### src/rtl/uart_arb_pkg.sv
// Shared types and default constants for the uart_tx byte-stream arbiter.
package uart_arb_pkg;

  typedef enum logic {
    IDLE = 1'b0,
    LOCK = 1'b1
  } arb_state_t;

  localparam int DEF_N_REQ       = 2;
  localparam int DEF_DATA_W      = 8;
  localparam int DEF_TIMEOUT_CYC = 1000000;

  function automatic int idx_width(input int n);
    return (n > 1) ? $clog2(n) : 1;
  endfunction

endpackage

### src/rtl/uart_rr_pick.sv
// Combinational round-robin search: first set request strictly after last_idx, wrapping.
module uart_rr_pick
  import uart_arb_pkg::*;
#(
  parameter int N_REQ = DEF_N_REQ,
  localparam int IDX_W = idx_width(N_REQ)
) (
  input  logic [N_REQ-1:0] req,
  input  logic [IDX_W-1:0] last_idx,
  output logic             found,
  output logic [IDX_W-1:0] idx
);

  logic [2*N_REQ-1:0] dbl;
  logic [N_REQ-1:0]   rot;

  // Rotate so that bit 0 of rot is the requester right after last_idx.
  assign dbl = {req, req} >> (int'(last_idx) + 1);
  assign rot = dbl[N_REQ-1:0];

  always_comb begin
    found = 1'b0;
    idx   = '0;
    for (int k = 0; k < N_REQ; k++) begin
      if (!found && rot[k]) begin
        found = 1'b1;
        idx   = IDX_W'((int'(last_idx) + 1 + k) % N_REQ);
      end
    end
  end

endmodule

### src/rtl/uart_tx_arbiter.sv
// Packet-granular round-robin arbiter sharing one uart_tx byte stream among N_REQ sources.
// Valid/ready: a beat moves on a rising edge where valid and ready are both high; valid may drop freely.
module uart_tx_arbiter
  import uart_arb_pkg::*;
#(
  parameter int N_REQ       = DEF_N_REQ,
  parameter int DATA_W      = DEF_DATA_W,
  parameter int TIMEOUT_CYC = DEF_TIMEOUT_CYC
) (
  input  logic                    clk,
  input  logic                    rstn,
  input  logic [N_REQ-1:0]        s_tvalid,
  output logic [N_REQ-1:0]        s_tready,
  input  logic [N_REQ*DATA_W-1:0] s_tdata,
  input  logic [N_REQ-1:0]        s_tlast,
  output logic                    m_tvalid,
  input  logic                    m_tready,
  output logic [DATA_W-1:0]       m_tdata,
  output logic                    m_tlast,
  output logic [N_REQ-1:0]        o_grant,
  output logic                    o_timeout
);

  localparam int IDX_W = idx_width(N_REQ);
  localparam int CNT_W = (TIMEOUT_CYC > 0) ? $clog2(TIMEOUT_CYC + 1) : 1;
  localparam logic [CNT_W-1:0] TO_VAL = CNT_W'(TIMEOUT_CYC);

  arb_state_t       state, state_nxt;
  logic [IDX_W-1:0] owner, owner_nxt;
  logic [IDX_W-1:0] last_idx, last_nxt;
  logic [CNT_W-1:0] stall_cnt, stall_nxt;
  logic             timeout_nxt;
  logic             pick_found;
  logic [IDX_W-1:0] pick_idx;
  logic             own_valid, own_last, own_hs;

  uart_rr_pick #(.N_REQ(N_REQ)) u_pick (
    .req      (s_tvalid),
    .last_idx (last_idx),
    .found    (pick_found),
    .idx      (pick_idx)
  );

  assign own_valid = s_tvalid[owner];
  assign own_last  = s_tlast[owner];
  assign own_hs    = own_valid & m_tready;

  always_ff @(posedge clk or negedge rstn) begin
    if (!rstn) begin
      state     <= IDLE;
      owner     <= '0;
      last_idx  <= IDX_W'(N_REQ - 1);
      stall_cnt <= '0;
      o_timeout <= 1'b0;
    end else begin
      state     <= state_nxt;
      owner     <= owner_nxt;
      last_idx  <= last_nxt;
      stall_cnt <= stall_nxt;
      o_timeout <= timeout_nxt;
    end
  end

  always_comb begin
    state_nxt   = state;
    owner_nxt   = owner;
    last_nxt    = last_idx;
    stall_nxt   = stall_cnt;
    timeout_nxt = 1'b0;
    m_tvalid    = 1'b0;
    m_tdata     = '0;
    m_tlast     = 1'b0;
    s_tready    = '0;
    o_grant     = '0;
    case (state)
      IDLE: begin
        if (pick_found) begin
          owner_nxt = pick_idx;
          stall_nxt = '0;
          state_nxt = LOCK;
        end
      end
      LOCK: begin
        m_tvalid        = own_valid;
        m_tdata         = s_tdata[DATA_W*int'(owner) +: DATA_W];
        m_tlast         = own_last;
        s_tready[owner] = m_tready;
        o_grant[owner]  = 1'b1;
        if (own_hs) begin
          stall_nxt = '0;
          if (own_last) begin
            state_nxt = IDLE;
            last_nxt  = owner;
          end
        end else if (!own_valid && TIMEOUT_CYC != 0) begin
          // Only a silent owner stalls; sink back-pressure never counts.
          stall_nxt = stall_cnt + CNT_W'(1);
          if (stall_nxt == TO_VAL) begin
            state_nxt   = IDLE;
            last_nxt    = owner;
            timeout_nxt = 1'b1;
          end
        end
      end
      default: state_nxt = IDLE;
    endcase
  end

endmodule

### config.mk
export PLATFORM = sky130hd
export DESIGN_NAME = uart_tx_arbiter
export DESIGN_NICKNAME = d
export VERILOG_FILES = /design/src/rtl/uart_arb_pkg.sv /design/src/rtl/uart_rr_pick.sv /design/src/rtl/uart_tx_arbiter.sv
export SDC_FILE = /design/constraint.sdc
export NUM_CORES = 1
export LEC_CHECK = 0
export CAP_MARGIN = 0
export CORE_MARGIN = 2
export CORE_UTILIZATION = 50
export CTS_BUF_LIST = sky130_fd_sc_hd__clkbuf_8
export CTS_CLUSTER_SIZE = 8
export DETAILED_ROUTE_END_ITERATION = 8
export PLACE_DENSITY = 0.89
export SETUP_SLACK_MARGIN = 0.02
export SLEW_MARGIN = 5
export SYNTH_ARGS = -nofsm -noshare
export SYNTH_HDL_FRONTEND = slang
export SYNTH_SLANG_ARGS = --single-unit
### constraint.sdc
create_clock -name clk -period 3.3 [get_ports clk]
set_clock_uncertainty 0.05 [all_clocks]
set_input_delay 0.495 -clock clk [delete_from_list [all_inputs] [get_ports clk]]
set_output_delay 0.495 -clock clk [all_outputs]
set_load 0.1 [all_outputs]
# Yosys cells after proc, flatten, opt, wreduce, memory -nomap -nowiden
# Cells that the tools add are included.
word_totals:
  ff_bits: 24
  in_bits: 23
op_classes:
  n_addsub: 3
  magnitude_cmp: 2
  eq_ne: 5
  shift: 2
  mux: 33
  n_bitwise: 3
  n_reduce_logical: 7
op_table:
  columns: ["cell", "count"]
  rows:
  - ["20-bit two-way mux", 3]
  - ["20-bit one-hot mux with 2 select lines", 1]
  - ["1-bit two-way mux", 24]
  - ["20-bit by 1-bit adder with 20-bit output, second input constant", 1]
  - ["20-bit == test, second input constant", 1]
  - ["16-bit by 5-bit indexed part select with 8-bit output", 1]
  - ["8-bit two-way mux", 1]
  - ["2-bit two-way mux", 2]
  - ["2-bit inequality test, second input constant", 2]
  - ["2-bit AND reduction", 2]
  - ["4-bit AND reduction", 1]
  - ["4-bit by 2-bit >> shifter with 2-bit output", 1]
  - ["3-bit by 2-bit inequality test with 1-bit output, second input constant", 1]
  - ["1-bit by 1-bit adder with 2-bit output, second input constant", 1]
  - ["2-bit AND", 1]
  - ["1-bit logical AND", 2]
  - ["1-bit by 2-bit < comparator with 1-bit output, second input constant", 1]
  - ["2-bit by 1-bit inequality test with 1-bit output, second input constant", 1]
  - ["1-bit one-hot mux with 2 select lines", 1]
  - ["2-bit nonzero test", 1]
  - ["1-bit adder, second input constant", 1]
  - ["1-bit AND", 1]
  - ["1-bit demux with 1-bit select", 1]
  - ["1-bit greater-or-equal comparator, second input constant", 1]
  - ["other kinds (2)", 2]

# Depth between registers and ports, before layout
logic_depth:
  ltp_word: 8
  mapped_depth: 8
  depth_no_buf: 7

# Cells and area by module
# From an unflattened synthesis, not the netlist that was laid out.
unflattened:
  hier_cells: 220
  hier_area_um2: 1750.4
by_module_without_submodules:
  columns: ["module", "instances", "cells_each", "area_per_inst_um2", "seq_area_each_um2"]
  rows:
  - ["uart_tx_arbiter", 1, 218, 1736.7, 601.8]
  - ["uart_rr_pick", 1, 2, 13.8, 0.0]

# Worst setup path after synthesis
# No wires, ideal clock.
synth_timing:
  path_kind: "register to output"
  startpoint: "reg state"
  endpoint: "out s_tready[0]"
  t_arrival_ns: 2.860
  t_required_ns: 2.755
  path_slack_ns: -0.105
  path_stages_with_launch: 5
  n_path_buf: 1
  path_cell_list: "dfrtp_1 > clkbuf_1 > inv_1 > nor2_1 > and2_1"
synth_via:
  elab_chain_len: 1
synth_rtl:
  columns: ["element", "line_no", "text"]
  rows:
  - ["start: declaration", "uart_tx_arbiter.sv:28", "arb_state_t state, state_nxt;"]
  - ["start signal: assignment", "uart_tx_arbiter.sv:56", "state <= state_nxt;"]
  - ["2-bit two-way mux", "uart_tx_arbiter.sv:75", "case (state)"]
  - ["end: declaration", "uart_tx_arbiter.sv:13", "output logic [N_REQ-1:0] s_tready,"]
# Every way passes these cells.

# Worst setup path after layout
layout_timing:
  startpoint: "reg stall_cnt[0]"
  endpoint: "reg last_idx"
layout_via:
  elab_chain_len: 4
layout_rtl:
  columns: ["element", "line_no", "text"]
  rows:
  - ["start: declaration", "uart_tx_arbiter.sv:31", "logic [CNT_W-1:0] stall_cnt, stall_nxt;"]
  - ["start signal: assignment", "uart_tx_arbiter.sv:59", "stall_cnt <= stall_nxt;"]
  - ["20-bit by 1-bit adder with 20-bit output", "uart_tx_arbiter.sv:97", "stall_nxt = stall_cnt + CNT_W'(1);"]
  - ["20-bit == test", "uart_tx_arbiter.sv:98", "if (stall_nxt == TO_VAL) begin"]
  - ["2-bit nonzero test (no source line)", null, null]
  - ["4-bit AND reduction (no source line)", null, null]
  - ["end signal: assignment", "uart_tx_arbiter.sv:52", "last_idx <= IDX_W'(N_REQ - 1);"]
  - ["end signal: assignment", "uart_tx_arbiter.sv:58", "last_idx <= last_nxt;"]
  - ["end: declaration", "uart_tx_arbiter.sv:30", "logic [IDX_W-1:0] last_idx, last_nxt;"]
# Every way passes these cells.
# A chain may end at the register's enable or synchronous reset.

==> results.yml <==
run_status:
  outcome: "completed"
routing:
  drtIter0Drc: 144
  drtPass1Iterations: 4
  final_antenna_net_count: 0
  viasPerCell: 5.99
  remaining_drc_errors: 0
  num_vias: 1827
  wire_per_inst_um: 15.1
  routed_wl_um: 4590
grt:
  grt_max_degree: 25
  grt_pass1_wl_um: 7370
  grt_pass1_vias: 1586
  overflow: 0
  grtUsageTotal_pct: 22.0
  antenna_found_initial: 0
cells_and_area:
  final_cell_mix: "nand2_1, o21ai_0, clkdlybuf4s50_1, dfrtp_1, nor2_1"
  fin_area_sq_um: 2280
  nFillCells: 301
  syn2layout_area_growth_pct: 24.0
  drive_above_1_share_pct: 12.8
  fin_nets: 283
  antenna_cells: 0
placed_design:
  dp_hpwl_um: 3220
  dp_worst_setup_slack_ps: 528
  portBuffers: 37
  finalWeightedCongestion: 0.810
  place_area_sq_um: 2210
timing:
  holdWs_ps: 453
  fmax_mhz: 362
  worstMarginPinSlew_ps: 1230
  min_period_over_period_pct: 83.7
  finalSetupTns_ps: 0
  rsz0062_at_grt: "false"
  finalSetupViolations: 0
  maxSlewHeadroom_pct: 17.4
  final_hold_viol_count: 0
  layout_min_cycle_time_ps: 2760
  final-max-slew-violation-count: 0
  layout_setup_ws_ps: 539
power:
  leakage_uw: 0.000945
  power.share.switching_pct: 54.9
  irDropWorstVdd_mv: 0.378
  p_seq_share_pct: 22.3
  pwr-share-comb_pct: 62.1
  power.total_uw: 1660
  intPower_uw: 750
  power_frac_clock_pct: 15.6
  switching_power_uw: 913
  power_density_nw_per_um2: 729
cts:
  cts_tree: "built"
  cts_setup_buffers: 0
  post_cts_resized: 0
  cts_sinks: 24
  cts_inserted_buffers: 3
  path_clk_slew_ps: 90
  cts_root_buf: "clkbuf_8"
  clk_latency_ps: 270
  cts.htree.levels: 1
  clockBufferDepth: 2
  ctsHoldBuffers: 0
worst_setup_path:
  end_kind: "register"
  worstSetupPathType: "register to register"
  cp-start-kind: "register"
  arrival_ps: 2890
  path_max_fanout: 10
  cp.required_ps: 3430
yosys:
  syn-num-nets: 252
  yosysTopAreaCell: "dfrtp_1"
  syn_area_sq_um: 1840
  syn_inst: 227
  synth_cell_types: 47
  synth_edf_count: 0
  synth-seq-cells: 24
  synth-seq-area-share_pct: 32.7
  syn_avg_cell_area_sq_um: 8.10
  async_flop_share_pct: 100
  synth_area_leaders: "dfrtp_1, mux2i_1, o21ai_0"
  yosys.area.top_type_share_pct: 31.3
  yosys_warnings: 0
  ys.flop_type: "dfrtp_1"
floorplanning:
  core-area_sq_um: 3610
  die_h_um: 64.6
  core.rowCount: 22
  fp.dieW_um: 64.6
  io_pins: 38
  dieArea_sq_um: 4180
  start_util_pct: 51.0
worst_hold_path:
  hold_class: "register to register"
flow_run:
  maxCapViolCount: 0
[critical path, stage by stage, from the launching register on]
cell       delay [ps]
dfrtp_1           450
ha_1              310
nand4_2           290
or3_4             440
or3_1             440
mux2i_1           140
a2111oi_0         420
mux2i_1           130
[cells in the mapped netlist (6+ instances only)]
cell and number:
dfrtp_1 23, nand2_1 23, nor2_1 23, o21ai_0 23, mux2i_1 13, clkbuf_1 12
nand3_1 11, o31ai_1 9, a21oi_1 6, a31oi_1 6, and2_1 6, and3_1 6
nand4_1 6
[per-layer routing]
metal  part of all wire [%]  wire, um  global-route usage (%)
met5                      0         0                       0
met1                     46      2100                    30.9
met3                    3.4       157                    2.60
met2                     50      2290                    35.0
met4                   0.87        40                    7.71
[layout make-up]
class	instances	area, sq um	area share (%)
multi-input cells	184	1170	51.3
flip-flops and latches	24	602	26.4
repair buffers	40	358	15.7
well taps	48	60.1	2.63
clock buffers	3	41.3	1.81
clock inverters	1	30.0	1.32
inverters	5	18.8	0.823
[state kept, by name, indices dropped and copies added, names as in the netlist]
register / flops
o_timeout: 1
owner: 1
stall_cnt: 20
last_idx: 1
state: 1
[metrics by stage]
stage          std cells  util [%]
6_report             305      63.2
5_1_grt              305      63.2
4_1_cts              305      63.2
3_5_place_dp         301      61.2
3_3_place_gp         301      61.2
2_1_floorplan        227         -
[final timing paths]
path | start | to | slack (ps) | depth (start not counted)
min in group asynchronous | rstn | stall_cnt[7] | 760 | 1
worst min register to register | stall_cnt[19] | stall_cnt[19] | 450 | 1
worst max-delay path | stall_cnt[0] | last_idx | 540 | 7
worst max register to register | stall_cnt[0] | last_idx | 540 | 7
max in group asynchronous | rstn | last_idx | 1720 | 2
worst min-delay path | stall_cnt[19] | stall_cnt[19] | 450 | 1
[cells by family (layout without fill, tap and decap cells)]
| group | count (synthesis) | in the layout | share of synthesized area, % |
|---|---|---|---|
| adder cells (fa/ha/maj) | 2 | 2 | 1.36 |
| multiplexers | 13 | 13 | 7.08 |
| flip-flops | 24 | 24 | 32.7 |
| XOR/XNOR | 5 | 5 | 2.38 |
| buffers and inverters | 19 | 49 | 4.02 |
| AO/OA/AOI/OAI | 60 | 60 | 21.1 |
| AND/OR/NAND/NOR | 104 | 104 | 31.3 |
[power groups by stage]
| stage | clock [uW] | combinational, uW | sequential, uW |
|---|---|---|---|
| 3_3_place_gp | 0 | 1020 | 376 |
| 6_report | 259 | 1030 | 371 |
| 4_1_cts | 264 | 1030 | 371 |
| 3_5_place_dp | 0 | 1020 | 376 |
| 5_1_grt | 278 | 1090 | 380 |
| 2_1_floorplan | 0 | 838 | 353 |
No activity file was read; power rests on OpenSTA's default activity.
